[config.mk]
export PLATFORM = sky130hd
export DESIGN_NAME = mac_operand_sequencer
export DESIGN_NICKNAME = d
export VERILOG_FILES = /design/src/rtl/mac_operand_sequencer.sv
export SDC_FILE = /design/constraint.sdc
export NUM_CORES = 1
export LEC_CHECK = 0
export ABC_AREA = 1
export BUFFER_PORTS_ARGS = -buffer_cell sky130_fd_sc_hd__buf_2
export CAP_MARGIN = 10
export CORE_AREA = 3 3 66 84
export CTS_CLUSTER_DIAMETER = 100
export CTS_CLUSTER_SIZE = 12
export DETAILED_ROUTE_END_ITERATION = 10
export DIE_AREA = 0 0 69 87
export PLACE_DENSITY_LB_ADDON = 0.3
export SLEW_MARGIN = 20
export SYNTH_ARGS = -nofsm -noshare
export SYNTH_HDL_FRONTEND = slang
export SYNTH_SLANG_ARGS = --single-unit
[constraint.sdc]
create_clock -name clk -period 1.7 [get_ports clk]
set_input_delay 0.34 -clock clk [delete_from_list [all_inputs] [get_ports clk]]
set_output_delay 0.34 -clock clk [all_outputs]
set_load 0.05 [all_outputs]
[src/rtl/mac_operand_sequencer.sv]
// Initiator-side sequencer: feeds VEC_LEN operand pairs into a MAC, clearing it before
// each vector, then returns the accumulated dot product on a valid/ready result port.
module mac_operand_sequencer #(
  parameter int DATA_WIDTH = 8,
  parameter int VEC_LEN    = 8
) (
  input  logic                    clk,
  input  logic                    rst_n,
  input  logic                    in_valid,
  output logic                    in_ready,
  input  logic [DATA_WIDTH-1:0]   in_a,
  input  logic [DATA_WIDTH-1:0]   in_b,
  input  logic                    flush,
  output logic                    mac_en,
  output logic                    mac_clr,
  output logic [DATA_WIDTH-1:0]   mac_a,
  output logic [DATA_WIDTH-1:0]   mac_b,
  input  logic [3*DATA_WIDTH-1:0] mac_cout,
  output logic                    res_valid,
  input  logic                    res_ready,
  output logic [3*DATA_WIDTH-1:0] res_data,
  output logic                    busy
);

  localparam int CW = $clog2(VEC_LEN + 1);
  localparam logic [CW-1:0] LAST_IDX = CW'(VEC_LEN - 1);

  typedef enum logic [2:0] {
    IDLE,
    CLEAR,
    ACCUM,
    DRAIN,
    CAPTURE,
    RESULT
  } state_t;

  state_t                  state_q, state_d;
  logic [CW-1:0]           count_q, count_d;
  logic                    mac_en_d, mac_clr_d;
  logic [DATA_WIDTH-1:0]   mac_a_d, mac_b_d;
  logic                    res_valid_d;
  logic [3*DATA_WIDTH-1:0] res_data_d;
  logic                    handshake;

  assign in_ready  = (state_q == ACCUM);
  assign handshake = in_valid & in_ready;
  assign busy      = (state_q == CLEAR) || (state_q == ACCUM) ||
                     (state_q == DRAIN) || (state_q == CAPTURE);

  always_ff @(posedge clk or negedge rst_n) begin
    if (!rst_n) begin
      state_q   <= IDLE;
      count_q   <= '0;
      mac_en    <= 1'b0;
      mac_clr   <= 1'b0;
      mac_a     <= '0;
      mac_b     <= '0;
      res_valid <= 1'b0;
      res_data  <= '0;
    end else begin
      state_q   <= state_d;
      count_q   <= count_d;
      mac_en    <= mac_en_d;
      mac_clr   <= mac_clr_d;
      mac_a     <= mac_a_d;
      mac_b     <= mac_b_d;
      res_valid <= res_valid_d;
      res_data  <= res_data_d;
    end
  end

  // Flush overrides every transition, including a same-cycle operand handshake.
  always_comb begin
    state_d     = state_q;
    count_d     = count_q;
    mac_en_d    = mac_en;
    mac_clr_d   = mac_clr;
    mac_a_d     = mac_a;
    mac_b_d     = mac_b;
    res_valid_d = res_valid;
    res_data_d  = res_data;

    if (flush && (state_q != IDLE)) begin
      state_d     = CLEAR;
      mac_clr_d   = 1'b1;
      mac_en_d    = 1'b0;
      res_valid_d = 1'b0;
      count_d     = '0;
    end else begin
      case (state_q)
        IDLE: begin
          state_d   = CLEAR;
          mac_clr_d = 1'b1;
        end
        CLEAR: begin
          mac_clr_d = 1'b0;
          count_d   = '0;
          state_d   = ACCUM;
        end
        ACCUM: begin
          if (handshake) begin
            mac_a_d  = in_a;
            mac_b_d  = in_b;
            mac_en_d = 1'b1;
            count_d  = count_q + CW'(1);
            if (count_q == LAST_IDX) begin
              state_d = DRAIN;
            end
          end else begin
            mac_en_d = 1'b0;
          end
        end
        DRAIN: begin
          mac_en_d = 1'b0;
          state_d  = CAPTURE;
        end
        // The last product landed in the MAC on the DRAIN edge, so Cout is final here.
        CAPTURE: begin
          res_data_d  = mac_cout;
          res_valid_d = 1'b1;
          state_d     = RESULT;
        end
        RESULT: begin
          if (res_ready) begin
            res_valid_d = 1'b0;
            mac_clr_d   = 1'b1;
            state_d     = CLEAR;
          end
        end
        default: begin
          state_d = IDLE;
        end
      endcase
    end
  end

endmodule

# Word-level counts from Yosys, hierarchy flattened
# Index checks and enable logic that the tools add are counted.
[totals]
ff_bits = 50
elab_cells = 53
[classes]
n_addsub = 1
eq_ne = 9
mux = 17
n_bitwise = 2
n_reduce_logical = 16
[op_table]
columns = ["operator", "count"]
rows = [
  ["3-bit one-hot mux with 6 select lines", 1],
  ["3-bit 2-to-1 mux", 4],
  ["3-bit nonzero test", 4],
  ["4-bit 2-to-1 mux", 2],
  ["4-bit one-hot mux with 2 select lines", 1],
  ["2-bit AND reduction", 4],
  ["3-bit by 2-bit == test with 1-bit output (second input constant)", 2],
  ["3-bit == test (second input constant)", 2],
  ["1-bit 2-to-1 mux", 6],
  ["3-bit by 1-bit inequality test with 1-bit output (second input constant)", 2],
  ["3-bit AND reduction", 2],
  ["4-bit by 1-bit adder with 4-bit output (second input constant)", 1],
  ["4-bit by 3-bit == test with 1-bit output (second input constant)", 1],
  ["1-bit one-hot mux with 2 select lines", 2],
  ["4-bit nonzero test", 1],
  ["3-bit by 1-bit == test with 1-bit output (second input constant)", 1],
  ["3-bit zero test", 1],
  ["1-bit logical OR", 3],
  ["3-bit inequality test (second input constant)", 1],
  ["1-bit one-hot mux with 3 select lines", 1],
  ["1-bit bitwise AND", 1],
  ["1-bit logical AND", 1],
  ["1-bit NOT", 1],
]

# Logic depth before layout (Yosys ltp)
# Gate-level depths: netlist of the first run.
[logic_depth]
word_depth = 5
mapped_depth = 9

# Worst setup path after synthesis of the first run
# OpenSTA, ideal clock, no wires.
[synth_path]
kind = "register to register"
startpoint = "register state_q[2]"
endpoint = "register mac_a[0]"
arrival_time_ns = 1.334
required_time_ns = 1.581
slack_ns = 0.247
stages_incl_launch_ff = 10
path_buffers = 1
period_less_slack_ns = 1.453
cell_sequence = "dfrtp_1 > nor2_4 > nand2_4 > inv_4 > nand2_4 > nor2_8 > inv_4 > buf_6 > nand2_1 > nand2_1"
[synth_via]
word_cells_on_any_way = 6
cone_classes = "1 x eq/ne; 2 x bitwise; 3 x reduce/logical"
[synth_lines]
columns = ["element", "line", "text"]
rows = [
  ["start: declaration", "37", "state_t state_q, state_d;"],
  ["start signal: assignment", "61", "state_q <= state_d;"],
  ["3-bit by 2-bit == test with 1-bit output *", "45", "assign in_ready = (state_q == ACCUM);"],
  ["net in_ready", "10", "output logic in_ready,"],
  ["1-bit bitwise AND", "46", "assign handshake = in_valid & in_ready;"],
  ["3-bit AND reduction (no source line) *", "-", ""],
  ["end signal: assignment", "65", "mac_a <= mac_a_d;"],
  ["end: declaration", "16", "output logic [DATA_WIDTH-1:0] mac_a,"],
]
# Mark *: on every way through the listed nets, which the timed path passes. The rest lies on a longest branch.
# A chain may end at the register's enable or synchronous reset.

# Worst setup path in the final report of the first run
[layout_path]
startpoint = "register state_q[2]"
endpoint = "output in_ready"
[layout_via]
elab_chain_cells = 1
[layout_lines]
columns = ["element", "line"]
rows = [
  ["3-bit by 2-bit == test with 1-bit output", "45"],
  ["end: declaration", "10"],
]
# No other way between the ends.

==> results of run 1 <==
## power breakdown
part / total (W) / internal [W] / switching (W)
logic: 0.00307 / 0.000676 / 0.00239
clock network: 0.000642 / 0.000283 / 0.000359
registers: 0.00196 / 0.00166 / 0.000299
total: 0.00567 / 0.00262 / 0.00305
## worst reg2reg max path, cell delays in order, from the launching register on
cell	delay [ns]
dfrtp_1	0.47
nor2_4	0.18
nand2_4	0.08
inv_4	0.08
nand2_4	0.07
nor2_8	0.24
inv_4	0.15
nand2_1	0.09
nand2_1	0.05
## layout make-up
cell class	count	area [sq um]	area share
Inverter	13	53.8	0.0196
Tap cell	60	75.1	0.0273
Multi-Input combinational cell	184	801	0.292
Sequential cell	50	1250	0.457
Clock buffer	6	72.6	0.0264
Timing Repair Buffer	91	482	0.175
Clock inverter	1	7.51	0.00273
## synthesized netlist by cell type
cell type / number / share of area
nor2_1: 6 / 0.011
a21oi_2: 1 / 0.0041
o21ai_0: 2 / 0.0047
ha_1: 1 / 0.0058
inv_4: 2 / 0.0058
inv_1: 10 / 0.018
nand2_1: 150 / 0.26
nand4_1: 4 / 0.012
dfrtp_1: 50 / 0.58
nand3_1: 8 / 0.019
nor2_8: 1 / 0.0093
inv_2: 1 / 0.0017
buf_2: 4 / 0.0093
a21oi_1: 1 / 0.0023
buf_6: 2 / 0.011
a211oi_1: 1 / 0.0035
o21ai_2: 1 / 0.0041
nand2_4: 2 / 0.011
nor2_4: 2 / 0.011
a31oi_1: 1 / 0.0029
nor2_2: 1 / 0.0029
nand3b_1: 2 / 0.0070
## layer usage
metal / vias up / GRT usage / routed length [um]
met1: 847 / 0.201 / 2000
met5: - / 0 / 0
met4: 0 / 0.0426 / 40
li1: 959 / - / -
met2: 65 / 0.269 / 2190
met3: 6 / 0.0589 / 402
## cell families (layout without fill, tap and decap cells)
family,after synthesis,after routing,synth area share
simple gates,176,176,0.344
fa+ha+maj,1,1,0.00584
flops,50,50,0.584
buf+inv,19,111,0.0449
compound gates,7,7,0.0216
## sequential cells by signal, summed over array words and instances, names as in the netlist
| signal | count |
|---|---|
| mac_b | 8 |
| mac_a | 8 |
| mac_en | 1 |
| count_q | 4 |
| mac_clr | 1 |
| state_q | 3 |
| res_valid | 1 |
| res_data | 24 |
## worst paths after layout
path,slack (ns),to,depth (start not counted),startpoint
max,0.07,in_ready,4,state_q[2]
min,0.02,mac_en,2,rst_n
max reg2reg,0.21,mac_a[6],8,state_q[2]
min reg2reg,0.47,res_data[7],2,res_data[7]
max in group asynchronous,1.44,state_q[0],2,rst_n
min in group clk,0.24,mac_a[1],3,in_a[1]
## metrics by stage
stage                     instances  area [sq um]
final                           405          2750
after CTS                       405          2740
after detailed placement        398          2650
after global routing            405          2750
after floorplan                 253          2140
after global placement          398          2650
## repair_timing
item	in CTS	in global routing
setup buffers	0	0
cloned	0	0
hold buffers	0	0
resized for setup	3	3
setup endpoints to repair	2	1
pin swaps	0	0
==> results.sh, run 1 <==
export IMPL_grt_pass1_wl_um=8000
export IMPL_cts_tree="done"
export IMPL_leakage_nw=1.65
export IMPL_end_kind="output pin"
export IMPL_cp_slowest_cell="dfrtp_1"
export IMPL_worst_setup_path_start_kind="flip-flop"
export IMPL_layout_drive_gt1_share=0.319
export IMPL_hold_path_class="in -> async"
export IMPL_fin_skew_ns=0.00638
export IMPL_worst_setup_path_type="reg -> out"
export IMPL_route_antenna_remaining_nets=0
export IMPL_place_hpwl_um=3480
export IMPL_cp_buffers_inverters=2
export IMPL_clock_sinks=50
export IMPL_crit_family="flip-flops"
export IMPL_finish_utilization=0.576
export IMPL_cts_buffers=5
export IMPL_crit_chain="nor2_4 > nand2_4 > inv_4 > buf_4"
export IMPL_crit_fanout=6
export IMPL_antenna_found_initial=0
export IMPL_final_common_cell="nand2_1"
export IMPL_first_iter_violations=121
export IMPL_cts_clk_slew_worst_paths_ns=0.08
export IMPL_diodes=0
export IMPL_hold_violations=0
export IMPL_routedWlPerCell_um=11.4
export IMPL_gp_congestion=0.823
export IMPL_synth_warnings=0
export IMPL_io_pins=90
export IMPL_core_sq_um=4760
export IMPL_postLayoutSetupSlackWorst_ns=0.0725
export IMPL_period_minus_slack_ns=1.63
export IMPL_avgSynthCellArea_sq_um=8.47
export IMPL_vias_per_cell=4.63
export IMPL_fin_crit_sh=0.957
export IMPL_grt_use_total=0.162
export IMPL_fin_hold_ws_ns=0.0233
export IMPL_grt_max_degree=51
export IMPL_drt_pass1_iterations=4
export IMPL_drc=0
export IMPL_critPathMaxStageDelay_ns=0.47
export IMPL_die_h_um=87
export IMPL_yosysUniqueCellTypes=22
export IMPL_via_count=1877
export IMPL_power_w=0.00567
export IMPL_status="completed"
export IMPL_crit_arrival_ns=1.29
export IMPL_clock_latency_ns=0.29
export IMPL_ys_ff_latch=50
export IMPL_rows=28
export IMPL_final_cell_mix="nand2_1 (150), buf_2 (87), dfrtp_1 (48)"
export IMPL_portBuffers=89
export IMPL_maxCapViolCount=0
export IMPL_die_w_um=69
export IMPL_overflow=0
export IMPL_netlist_instances=253
export IMPL_dpl_worst_slack_ns=0.213
export IMPL_wl_um=4630
export IMPL_cts_buffer_depth=2
export IMPL_synth_nets=299
export IMPL_rsz0062_at_grt="false"
export IMPL_first_global_vias=1797
export IMPL_setup_viol=0
export IMPL_crit_required_ns=1.36
export IMPL_syn_to_final_growth_pct=28.1
export IMPL_h_tree_depth=2
export IMPL_synth_area_sq_um=2140
export IMPL_start_util=0.450
export IMPL_p_per_area_nw_per_um2=2070
export IMPL_slew_headroom=0.733
export IMPL_die_area_sq_um=6000
export IMPL_worstMarginPinSlew_ns=0.401
export IMPL_root_buffer="clkbuf_8"
export IMPL_fillers=467
export IMPL_fin_tns_setup_ns=0
export IMPL_fin_nets=391
export IMPL_max_clock_freq_mhz=614
export IMPL_max_vdd_ir_drop_uv=941
export IMPL_seq_area_frac_synth=0.584
export IMPL_maxSlewViolCount=0
Power figures use the tool's default switching activity.
==> run 2: changes to the inputs <==
- ABC_AREA: 1 -> default
- CORE_AREA: 3 3 66 84 -> 3 3 67 84
- DIE_AREA: 0 0 69 87 -> 0 0 70 87
==> run 2 against run 1 <==
Effect of this change: cell count down 24%; hold slack worse by 0.016 ns; register-to-register slack worse by 0.16 ns; first-iteration DRC count down 40%; critical path type is now reg -> reg; highest routed layer unchanged; synthesized cell count down 41%.
==> results.sh, run 2 <==
export IMPL_status="completed"
export IMPL_hold_path_class="in -> async"
export IMPL_overflow=0
export IMPL_fin_crit_sh=0.970
export IMPL_yosysTopAreaCell="dfrtp_1"
export IMPL_netlist_instances=149
export IMPL_setup_viol=0
export IMPL_final_seq_area_sq_um=1250
export IMPL_place_hpwl_um=3360
export IMPL_grt_max_degree=51
export IMPL_synth_common_cells="dfrtp_1 (50), mux2_4 (20), mux2_2 (11), mux2_1 (9), nand2b_1 (7)"
export IMPL_start_util=0.450
export IMPL_cts_tree="done"
export IMPL_h_tree_depth=2
export IMPL_first_global_vias=1597
export IMPL_fin_skew_ns=0.00521
export IMPL_rows=28
export IMPL_antenna_found_initial=0
export IMPL_ys_top_cells_by_area="dfrtp_1 (57%), mux2_4 (14%), mux2_2 (5.7%)"
export IMPL_worstMarginPinSlew_ns=0.545
export IMPL_io_pins=90
export IMPL_cts_buffer_depth=2
export IMPL_crit_fanout=10
export IMPL_clock_sinks=50
export IMPL_power_w=0.00612
export IMPL_end_kind="flip-flop"
export IMPL_core_sq_um=4830
export IMPL_wl_um=4450
export IMPL_synth_nets=195
export IMPL_crit_arrival_ns=1.83
export IMPL_route_antenna_remaining_nets=0
export IMPL_avgSynthCellArea_sq_um=14.6
export IMPL_die_w_um=70
export IMPL_diodes=0
export IMPL_gp_congestion=0.803
export IMPL_slew_headroom=0.627
export IMPL_ys_async_sr_fraction=1.00
export IMPL_finish_utilization=0.595
export IMPL_layout_drive_gt1_share=0.585
export IMPL_cpMostUsedCell="buf_4"
export IMPL_crit_required_ns=1.89
export IMPL_top_regs="res_data x24, mac_a x8, mac_b x8"
export IMPL_synth_warnings=0
export IMPL_synth_ff_type="dfrtp_1"
export IMPL_multi_input_area_sq_um=878
export IMPL_fillers=410
export IMPL_drc=0
export IMPL_maxSlewViolCount=0
export IMPL_via_count=1504
export IMPL_p_per_area_nw_per_um2=2130
export IMPL_grt_pass1_wl_um=7370
export IMPL_cp_slowest_cell="dfrtp_2"
export IMPL_yosysUniqueCellTypes=35
export IMPL_max_vdd_ir_drop_uv=1100
export IMPL_final_cell_mix="buf_2 (87), dfrtp_1 (48), mux2_4 (20)"
export IMPL_fin_hold_ws_ns=0.00753
export IMPL_synth_top_area_frac=0.575
export IMPL_largest_reg_flops=24
export IMPL_clock_latency_ns=0.29
export IMPL_final_common_cell="buf_2"
export IMPL_fin_tns_setup_ns=0
export IMPL_first_iter_violations=73
export IMPL_crit_family="flip-flops"
export IMPL_critPathMaxStageDelay_ns=0.48
export IMPL_worst_setup_path_type="reg -> reg"
export IMPL_die_area_sq_um=6090
export IMPL_die_h_um=87
export IMPL_root_buffer="clkbuf_8"
export IMPL_grt_use_total=0.152
export IMPL_layout_cells_non_filler=308
export IMPL_syn_to_final_growth_pct=32.1
export IMPL_crit_chain="buf_4 > nor4b_4 > buf_4 > mux2_4"
export IMPL_synth_area_sq_um=2180
export IMPL_routedWlPerCell_um=14.5
export IMPL_max_clock_freq_mhz=607
export IMPL_worst_setup_path_start_kind="flip-flop"
export IMPL_ys_ff_latch=50
export IMPL_largest_register="res_data"
export IMPL_maxCapViolCount=0
export IMPL_synth_edf_count=0
export IMPL_fin_nets=294
export IMPL_portBuffers=89
export IMPL_cts_buffers=5
export IMPL_drt_pass1_iterations=4
export IMPL_seq_area_frac_synth=0.575
export IMPL_cp_buffers_inverters=2
export IMPL_period_minus_slack_ns=1.65
export IMPL_vias_per_cell=4.88
export IMPL_place_inst=298
export IMPL_yosysMostFrequentCell="dfrtp_1"
export IMPL_hold_violations=0
export IMPL_cts_clk_slew_worst_paths_ns=0.09
export IMPL_leakage_nw=1.53
==> run 2: metrics by stage <==
step | setup slack (ns) | cell area, sq um
floorplan | 0.0667 | 2180
global placement | 0.165 | 2720
detailed placement | 0.135 | 2720
CTS | 0.00915 | 2840
global route | -0.0165 | 2880
finish | 0.0517 | 2880
==> run 2: worst paths after layout <==
check | slack [ns] | startpoint | cells past startpoint | endpoint
min | 0.008 | rst_n | 2 | res_valid
max reg2reg | 0.05 | state_q[0] | 4 | res_data[14]
max | 0.05 | state_q[0] | 4 | res_data[14]
min reg2reg | 0.49 | res_data[16] | 1 | res_data[16]
min in group clk | 0.26 | mac_cout[19] | 2 | res_data[19]
max in group asynchronous | 1.44 | rst_n | 2 | state_q[0]
==> run 2: cell type report <==
type                       count  area share
sequential                    50       0.436
multi-input combinational     89       0.305
timing repair buffer          99       0.190
clock buffer                   6      0.0287
tap                           60      0.0261
clock inverter                 1      0.0104
inverter                       3     0.00391
==> run 2: logic make-up (layout without fill, tap and decap cells) <==
group,Yosys count,in the layout,synth area share
buffers and inverters,10,109,0.0287
AO/OA/AOI/OAI,20,20,0.0621
adder cells (fa/ha/maj),1,1,0.00575
XOR/XNOR,2,2,0.00805
multiplexers,41,41,0.246
AND/OR/NAND/NOR,25,25,0.0747
flip-flops,50,50,0.575
==> run 2: report_power, final <==
group	internal (W)	leakage [nW]	switching, W
Sequential	0.00169	0.641	0.000285
Combinational	0.000996	0.837	0.00232
Clock	0.000471	0.0573	0.000361
==> run 2: layer usage <==
layer,part of all wire,vias to the layer above,wire [um],track usage
met1,0.40,726,1780,0.177
met3,0.068,6,302,0.0416
met2,0.52,51,2330,0.272
li1,-,721,-,-
met4,0.0094,0,42,0.0470
met5,0,-,0,0
==> run 2: worst reg2reg max path: stages, from the launching register on <==
cell and delay (ns):
dfrtp_2 0.48, buf_4 0.17, nor4b_4 0.29, buf_4 0.29
mux2_4 0.32
==> run 2: what timing repair did <==
action                     CTS  global route
setup buffers                0             3
gates resized for setup      4             4
cloned                       0             0
hold buffers                 0             0
setup endpoints to repair    2             2
